File: config.mk
export PLATFORM = sky130hd
export DESIGN_NAME = binary_add_subs_operator
export DESIGN_NICKNAME = d
export VERILOG_FILES = /design/src/rtl/binary_add_subs_operator_pkg.sv /design/src/rtl/full_adder.sv /design/src/rtl/binary_add_subs_operator.sv
export SDC_FILE = /design/constraint.sdc
export NUM_CORES = 1
export LEC_CHECK = 0
export CAP_MARGIN = 10
export CORE_AREA = 2 2 39 41
export DETAILED_ROUTE_END_ITERATION = 10
export DIE_AREA = 0 0 41 43
export PLACE_DENSITY = 0.71
export SYNTH_ARGS = -nofsm -noshare
export SYNTH_HDL_FRONTEND = slang
export SYNTH_SLANG_ARGS = --single-unit
export TNS_END_PERCENT = 50
File: constraint.sdc
create_clock -name clk -period 0.8 [get_ports clk]
set_input_delay 0.2 -clock clk [delete_from_list [all_inputs] [get_ports clk]]
set_output_delay 0.2 -clock clk [all_outputs]
set_load 0.01 [all_outputs]
File: src/rtl/binary_add_subs_operator_pkg.sv
// rtl/binary_add_subs_operator_pkg.sv - shared constants and types for the add/subtract operator
//
// Purpose : default operand width and the operation encoding on the sub input.
// Contents: DEFAULT_WIDTH, op_mode_e.
package binary_add_subs_operator_pkg;

  localparam int DEFAULT_WIDTH = 4;

  // Encoding of the sub input: 0 selects add, 1 selects subtract.
  typedef enum logic {
    OP_ADD = 1'b0,
    OP_SUB = 1'b1
  } op_mode_e;

endpackage

File: src/rtl/full_adder.sv
// rtl/full_adder.sv - one-bit full adder stage of the ripple-carry chain
//
// Purpose: single-bit sum and carry generation.
// Ports  : a, b, cin (inputs, 1 bit); s, cout (outputs, 1 bit).
module full_adder (
  input  logic a,
  input  logic b,
  input  logic cin,
  output logic s,
  output logic cout
);

  logic p;

  // Propagate term is shared by the sum and the carry.
  assign p    = a ^ b;
  assign s    = p ^ cin;
  assign cout = (a & b) | (cin & p);

endmodule

File: src/rtl/binary_add_subs_operator.sv
// rtl/binary_add_subs_operator.sv - registered WIDTH-bit ripple-carry adder/subtractor with flags
//
// Purpose: computes a + b + c0 (sub = 0) or a - b - c0 (sub = 1) modulo 2^WIDTH and
//          registers the result together with raw carry-out, zero and carry/borrow flags.
// Ports  : clk   - clock, outputs update on rising edge
//          rst_n - asynchronous active-low reset, clears all outputs
//          a, b  - WIDTH-bit unsigned operands
//          c0    - carry-in (add) / borrow-in (subtract)
//          sub   - 0 add, 1 subtract
//          f     - registered WIDTH-bit result
//          c4    - registered raw carry-out of the MSB stage
//          zf    - registered zero flag (0 while in reset)
//          cf    - registered carry (add) / borrow (subtract) flag
module binary_add_subs_operator
  import binary_add_subs_operator_pkg::*;
#(
  parameter int WIDTH = DEFAULT_WIDTH
) (
  input  logic             clk,
  input  logic             rst_n,
  input  logic [WIDTH-1:0] a,
  input  logic [WIDTH-1:0] b,
  input  logic             c0,
  input  logic             sub,
  output logic [WIDTH-1:0] f,
  output logic             c4,
  output logic             zf,
  output logic             cf
);

  logic [WIDTH-1:0] bx;
  logic [WIDTH:0]   carry;
  logic [WIDTH-1:0] sum;

  logic [WIDTH-1:0] f_d, f_q;
  logic             c4_d, c4_q;
  logic             zf_d, zf_q;
  logic             cf_d, cf_q;

  // Subtraction is a + ~b + ~c0: inverting b forms the one's complement, and
  // inverting the borrow-in supplies the +1 that completes two's complement.
  assign bx       = b ^ {WIDTH{sub}};
  assign carry[0] = c0 ^ sub;

  for (genvar i = 0; i < WIDTH; i++) begin : g_ripple
    full_adder u_fa (
      .a    (a[i]),
      .b    (bx[i]),
      .cin  (carry[i]),
      .s    (sum[i]),
      .cout (carry[i+1])
    );
  end

  always_comb begin
    f_d  = sum;
    c4_d = carry[WIDTH];
    // On subtract the raw carry-out is the inverse of the unsigned borrow.
    cf_d = carry[WIDTH] ^ (op_mode_e'(sub) == OP_SUB);
    zf_d = (sum == '0);
  end

  // Reset state means "no result yet", so zf is cleared rather than set.
  always_ff @(posedge clk or negedge rst_n) begin
    if (!rst_n) begin
      f_q  <= '0;
      c4_q <= 1'b0;
      zf_q <= 1'b0;
      cf_q <= 1'b0;
    end else begin
      f_q  <= f_d;
      c4_q <= c4_d;
      zf_q <= zf_d;
      cf_q <= cf_d;
    end
  end

  assign f  = f_q;
  assign c4 = c4_q;
  assign zf = zf_q;
  assign cf = cf_q;

endmodule

After elaboration in Yosys (flattened, before gate mapping)
Cells that the tools add are included.

cells by class
  reduce and logical (&&, ||, !) cells = 1
  bitwise operators = 23

operator list
  kind               count
  1-bit bitwise XOR  10
  1-bit AND          8
  4-bit zero test    1
  1-bit bitwise OR   4
  4-bit bitwise XOR  1

storage, ports and cells
  register bits after elaboration = 7
  input port bits = 12

Longest topological paths before layout
Gate-level depths: netlist (run 1).

  word-level depth = 11
  gate-level depth with buffers = 8

By module
From an unflattened synthesis (run 1), not the netlist that was laid out.

second synthesis, totals
  cells, all modules = 19
  area, all modules = 325.3 µm²

modules (own cells, without submodules)
  module                    cells an instance  area an instance (µm²)  times used  sequential area each (µm²)
  binary_add_subs_operator  15                 245.2                   1           175.2
  full_adder                1                  20.0                    4           0.0

Least setup slack after synthesis (run 1)
Ideal clock, no wire load.

  path type = input-to-reg
  start point = input port sub
  end point = register zf_q, in the netlist zf
  required time = 0.732 ns
  path slack = -1.574 ns
  cell stages on the path = 8
  path buffers = 1
  data arrival time = 2.306 ns
  setup time = 0.068 ns
  path through = buf_6 -> xnor2_1 -> fa_1 -> fa_1 -> fa_1 -> inv_1 -> fa_1 -> and4b_1

on the way
  word-level cells in the longest chain between the ends = 10

RTL lines
  element                 line                            text
  start, declared         binary_add_subs_operator.sv:24  input logic sub,
  4-bit bitwise XOR       binary_add_subs_operator.sv:42  assign bx = b ^ {WIDTH{sub}};
  1-bit bitwise XOR       full_adder.sv:16                assign p = a ^ b;
  1-bit AND               full_adder.sv:18                assign cout = (a & b) | (cin & p);
  1-bit bitwise OR        full_adder.sv:18
  1-bit AND               full_adder.sv:18
  1-bit bitwise OR        full_adder.sv:18
  1-bit AND               full_adder.sv:18
  1-bit bitwise OR        full_adder.sv:18
  1-bit bitwise XOR (*)   full_adder.sv:17                assign s = p ^ cin;
  net g_ripple[3].u_fa.s  full_adder.sv:9                 output logic s,
  4-bit zero test (*)     binary_add_subs_operator.sv:60  zf_d = (sum == '0);
  net zf_d                binary_add_subs_operator.sv:37  logic zf_d, zf_q;
  end signal, assigned    binary_add_subs_operator.sv:73  zf_q <= zf_d;
  end, declared           binary_add_subs_operator.sv:37

The timed path passes the listed nets; every way through them passes the cells marked *.

Final worst setup path (run 1)
  start point = input port b[0]
  end point = register zf_q, in the netlist zf

on the way
  word-level cells in the longest chain between the ends = 10

RTL lines
  element                 line                            text
  start, declared         binary_add_subs_operator.sv:22  input logic [WIDTH-1:0] b,
  4-bit bitwise XOR (*)   binary_add_subs_operator.sv:42
  1-bit bitwise XOR       full_adder.sv:16
  1-bit AND               full_adder.sv:18
  1-bit bitwise OR (*)    full_adder.sv:18
  1-bit AND (*)           full_adder.sv:18
  1-bit bitwise OR (*)    full_adder.sv:18
  1-bit AND (*)           full_adder.sv:18
  1-bit bitwise OR (*)    full_adder.sv:18
  1-bit bitwise XOR (*)   full_adder.sv:17
  net g_ripple[3].u_fa.s  full_adder.sv:9
  4-bit zero test (*)     binary_add_subs_operator.sv:60
  net zf_d                binary_add_subs_operator.sv:37

Marked as above.

==> reports/metrics.cfg, run 1 <==
[floorplan]
initial_utilization_pct=26.8
row_count=14
ios=19
core_area_um2=1380
die_area_um2=1760
die_y_um=43
die_w_um=41

[synthesis]
synth_area_um2=370
async_flop_share_pct=100
yosysWarnings=0
synthCells=26
ys_seq_area_share_pct=47.3
ys.flop_type=dfrtp_1
avgSynthCellArea_um2=14.2
synth_top_area_share_pct=47.3
synth_area_leaders=dfrtp_1, fa_1, xnor2_1, xor2_2, inv_1
synth-edff-count=0
ys_top_cells_by_count=dfrtp_1, inv_1, fa_1, xnor2_1, xor2_2
synth_cell_type_count=7
synth_nets=42
synth_top_area_cell=dfrtp_1
synth-seq-cells=7

[cts]
cts_tree=yes
cts.sinks=7
cts_made_buffers=3
hold_buffers=0
cts_max_level=1
cts.clk_slew.worst_paths_ns=0.05
cts_root_buf=clkbuf_4
cts_buffer_depth=2

[sta]
setup_ws_ns=-1.23
rsz0062_at_grt=yes
setup_tns_ns=-6.21
final_hold_viol_count=0
min_period_over_period_pct=253
finalMaxSlewViolations=0
max_freq_mhz=494
setup_viol=14
final.min_clock_period_ns=2.03
tightest_slew_ns=0.290
timing.slew.headroom_pct=80.6

[global_route]
grt_pass1_wl_um=890
grt_max_degree=8
use_met3_pct=2.09
grt_pass1_vias=274
use_met1_pct=6.51
grt_overflow=0
grt_use_met2_pct=12.8
antenna_found_initial=0
grtUsageTotal_pct=8.09
top_usage_layer=met2

[run_status]
violations=negative setup slack
status=complete, but fails checks

[placed_design]
place_congestion=0.592
place_ws_ns=-1.99
dp_hpwl_um=485
io_buffers=18

[layout]
syn2layout_area_growth_pct=76.7
layout-drive-gt1-share_pct=61.2
nets=66
antenna_cells=0

[route]
via_per_inst=3.83
drt-total-wl_um=562
drt_iter0_markers=1
drc_errors=0
firstDrtPassIters=2
antenna_left=0
via_count=249
avgRoutedWirePerCell_um=8.65

[worst_hold_path]
hold_path.class=in2async

[worst_setup_path]
cp_data_arrival_time_ns=2.21
crit_fanout=2
worstSetupPathType=in2reg
crit_path_end_kind=flip-flop
crit_path_start_kind=input port
required_ns=0.98

[flow_run]
drv_cap=0

[power]
leakage_uw=0.000311
p_total_uw=1230
peakVddDrop_v=0.000679
powerDensity_nw_per_um2=1880

power by group:
group	leakage, µW	switching [µW]	internal (µW)
sequential	0.0000836	22.4	436
clock	0.0000150	116	189
combinational	0.000212	197	269
total	0.000311	335	894
worst max-delay path: stages:
cell	delay (ns)
buf_8	0.10
xnor2_4	0.13
fa_2	0.36
fa_2	0.35
fa_2	0.34
inv_2	0.06
fa_2	0.43
and4b_1	0.24
layout make-up:
class,count,area (µm²)
Fill cell,142,729
Multi-Input combinational cell,11,213
Timing Repair Buffer,20,194
Sequential cell,7,175
Clock buffer,4,26.3
Inverter,7,26.3
Tap cell,16,20.0
cells in the final DEF (no fill, tap or decap), drive strengths merged:
cell           count
clkbuf             5
dlymetal6s2s       1
clkdlybuf4s50      6
dfrtp              7
inv                7
fa                 4
buf               12
xor2               2
xnor2              4
and4b              1
metal layers:
layer  vias to the layer above  routed length [µm]
met5                         -                   0
met2                        19                 298
met3                         2                  93
met1                       112                 150
met4                         0                  19
li1                        116                   -
flip-flops by register name (all words and copies together) (netlist names):
register,count
cf,1
zf,1
f,4
c4,1
through the flow:
step                      std cells  hold WS, ns  util [%]  cell area (µm²)
after detailed placement         60        0.467      42.9              593
after CTS                        64        0.202      44.2              612
final                            65        0.199      47.3              654
after floorplan                  26      -0.0956         -              405
after global placement           60        0.460      42.9              593
after global routing             65        0.229      47.3              654
final timing paths:
path	start	endpoint	slack, ns	depth (start not counted)
hold / removal	rst_n	f[3]$_DFF_PN0_	0.20	1
min in group clk	sub	cf$_DFF_PN0_	0.32	3
setup / recovery	b[0]	zf$_DFF_PN0_	-1.23	8
max in group asynchronous	rst_n	f[1]$_DFF_PN0_	0.38	1
cells by family (layout without fill, tap and decap cells):
kind of cell | Yosys count | after routing | share of synthesized area, %
xor gates and xnor gates | 6 | 6 | 18.2
adders and majority gates | 4 | 4 | 21.6
buffers and inverters | 8 | 31 | 10.1
DFF | 7 | 7 | 47.3
and+or+nand+nor | 1 | 1 | 2.70
what timing repair did:
item | in CTS | in global routing
setup buffers | 0 | 1
hold endpoints to repair | 0 | 0
resized for setup | 51 | 14
setup endpoints to repair | 14 | 14
gates cloned | 0 | 0
pin swaps | 5 | 6
(Power assumes the default switching activity.)
==> inputs of run 2 (changes only) <==
CTS_BUF_LIST = sky130_fd_sc_hd__clkbuf_4   (was not set)
==> run 2 against run 1 <==
Compared with the run above:
- the run still ends with negative setup slack left
- final cell count unchanged
- die area unchanged
- highest routed layer unchanged
- largest power group unchanged
- critical endpoint unchanged
- via count increased by 0.80%
- global-route usage decreased by 0.094 points
==> reports/metrics.cfg, run 2 (same netlist as run 1, synthesis figures left out) <==
[run_status]
status=complete, but fails checks
violations=negative setup slack

[route]
antenna_left=0
firstDrtPassIters=2
via_per_inst=3.86
drc_errors=0
via_count=251
drt-total-wl_um=564
avgRoutedWirePerCell_um=8.68
drt_iter0_markers=1

[power]
powerDensity_nw_per_um2=1920
leakage_uw=0.000314
peakVddDrop_v=0.000679

[layout]
final_area_um2=658
layout-drive-gt1-share_pct=63.3
antenna_cells=0
mostFrequentLayoutCells=dfrtp_1, clkdlybuf4s50_1, inv_2, buf_2
syn2layout_area_growth_pct=77.7
largest_register_ffs=4
layout_commonest_cell=dfrtp_1
postLayoutCoreUtil_pct=47.6
nets=66

[floorplan]
core_area_um2=1380
row_count=14
die_y_um=43
die_area_um2=1760
ios=19
die_w_um=41
initial_utilization_pct=26.8

[global_route]
grtUsageTotal_pct=7.99
grt_max_degree=8
grt_pass1_vias=271
antenna_found_initial=0
grt_pass1_wl_um=876
grt_overflow=0

[cts]
cts.sinks=7
cts_tree=yes
cts_max_level=1
cts_made_buffers=3
hold_buffers=0
cts.clk_slew.worst_paths_ns=0.05
cts_root_buf=clkbuf_4
cts_buffer_depth=2

[worst_setup_path]
crit_path_start_kind=input port
cp_data_arrival_time_ns=2.21
required_ns=0.98
crit_path_end_kind=flip-flop
crit_fanout=2
worstSetupPathType=in2reg

[sta]
final_hold_viol_count=0
rsz0062_at_grt=yes
setup_ws_ns=-1.23
timing.slew.headroom_pct=80.4
min_period_over_period_pct=253
tightest_slew_ns=0.294
setup_viol=14
hold_slack_ns=0.200
setup_tns_ns=-6.21
max_freq_mhz=494
finalMaxSlewViolations=0
final.min_clock_period_ns=2.03

[worst_hold_path]
hold_path.class=in2async

[placed_design]
placed_cell_area_um2=593
io_buffers=18
place_ws_ns=-1.99
place_congestion=0.592
dp_hpwl_um=485

[flow_run]
drv_cap=0

==> run 2: cell counts in the layout (fill, tap and decap cells not counted) <==
No cell type changed its count.
==> run 2: what timing repair did <==
item | 4_1_cts | 5_1_grt
pin swaps | 5 | 6
setup endpoints to repair | 14 | 14
resized for setup | 51 | 14
setup buffers | 0 | 1
==> run 2: worst max-delay path, cell delays in order <==
cell and delay (ns):
buf_8 0.10, xnor2_4 0.13, fa_2 0.36, fa_2 0.35, fa_2 0.34, inv_2 0.06, fa_2 0.43, and4b_1 0.24
==> run 2: final timing paths <==
| path | startpoint | to | slack [ns] | cells after the start |
|---|---|---|---|---|
| worst min-delay path | rst_n | f[3]$_DFF_PN0_ | 0.20 | 1 |
| min in group clk | sub | cf$_DFF_PN0_ | 0.32 | 3 |
| max in group asynchronous | rst_n | f[1]$_DFF_PN0_ | 0.37 | 1 |
| worst max-delay path | b[0] | zf$_DFF_PN0_ | -1.23 | 8 |
==> run 2: through the flow <==
stage,std cells,total power (µW)
after floorplan,26,677
after global placement,60,916
after detailed placement,60,924
after CTS,64,1220
after global routing,65,1350
final,65,1270
==> run 2: cell type report <==
type                            instances  area [µm²]
Multi-Input combinational cell         11         213
Tap cell                               16        20.0
Clock buffer                            4        30.0
Inverter                                7        26.3
Fill cell                             144         726
Timing Repair Buffer                   20         194
Sequential cell                         7         175
==> run 2: power breakdown <==
group          leakage [µW]  switching (µW)  internal, µW
registers         0.0000836            22.6           436
logic              0.000212             197           269
clock network     0.0000184             118           223
==> run 2: metal layers <==
layer | wire (µm) | vias up | part of all wire (%) | global-route usage (%)
li1 | - | 116 | - | -
met3 | 93 | 2 | 16 | 2.09
met4 | 22 | 0 | 3.9 | 10.0
met2 | 296 | 19 | 52 | 12.8
met5 | 0 | - | 0 | 0
met1 | 152 | 114 | 27 | 6.19
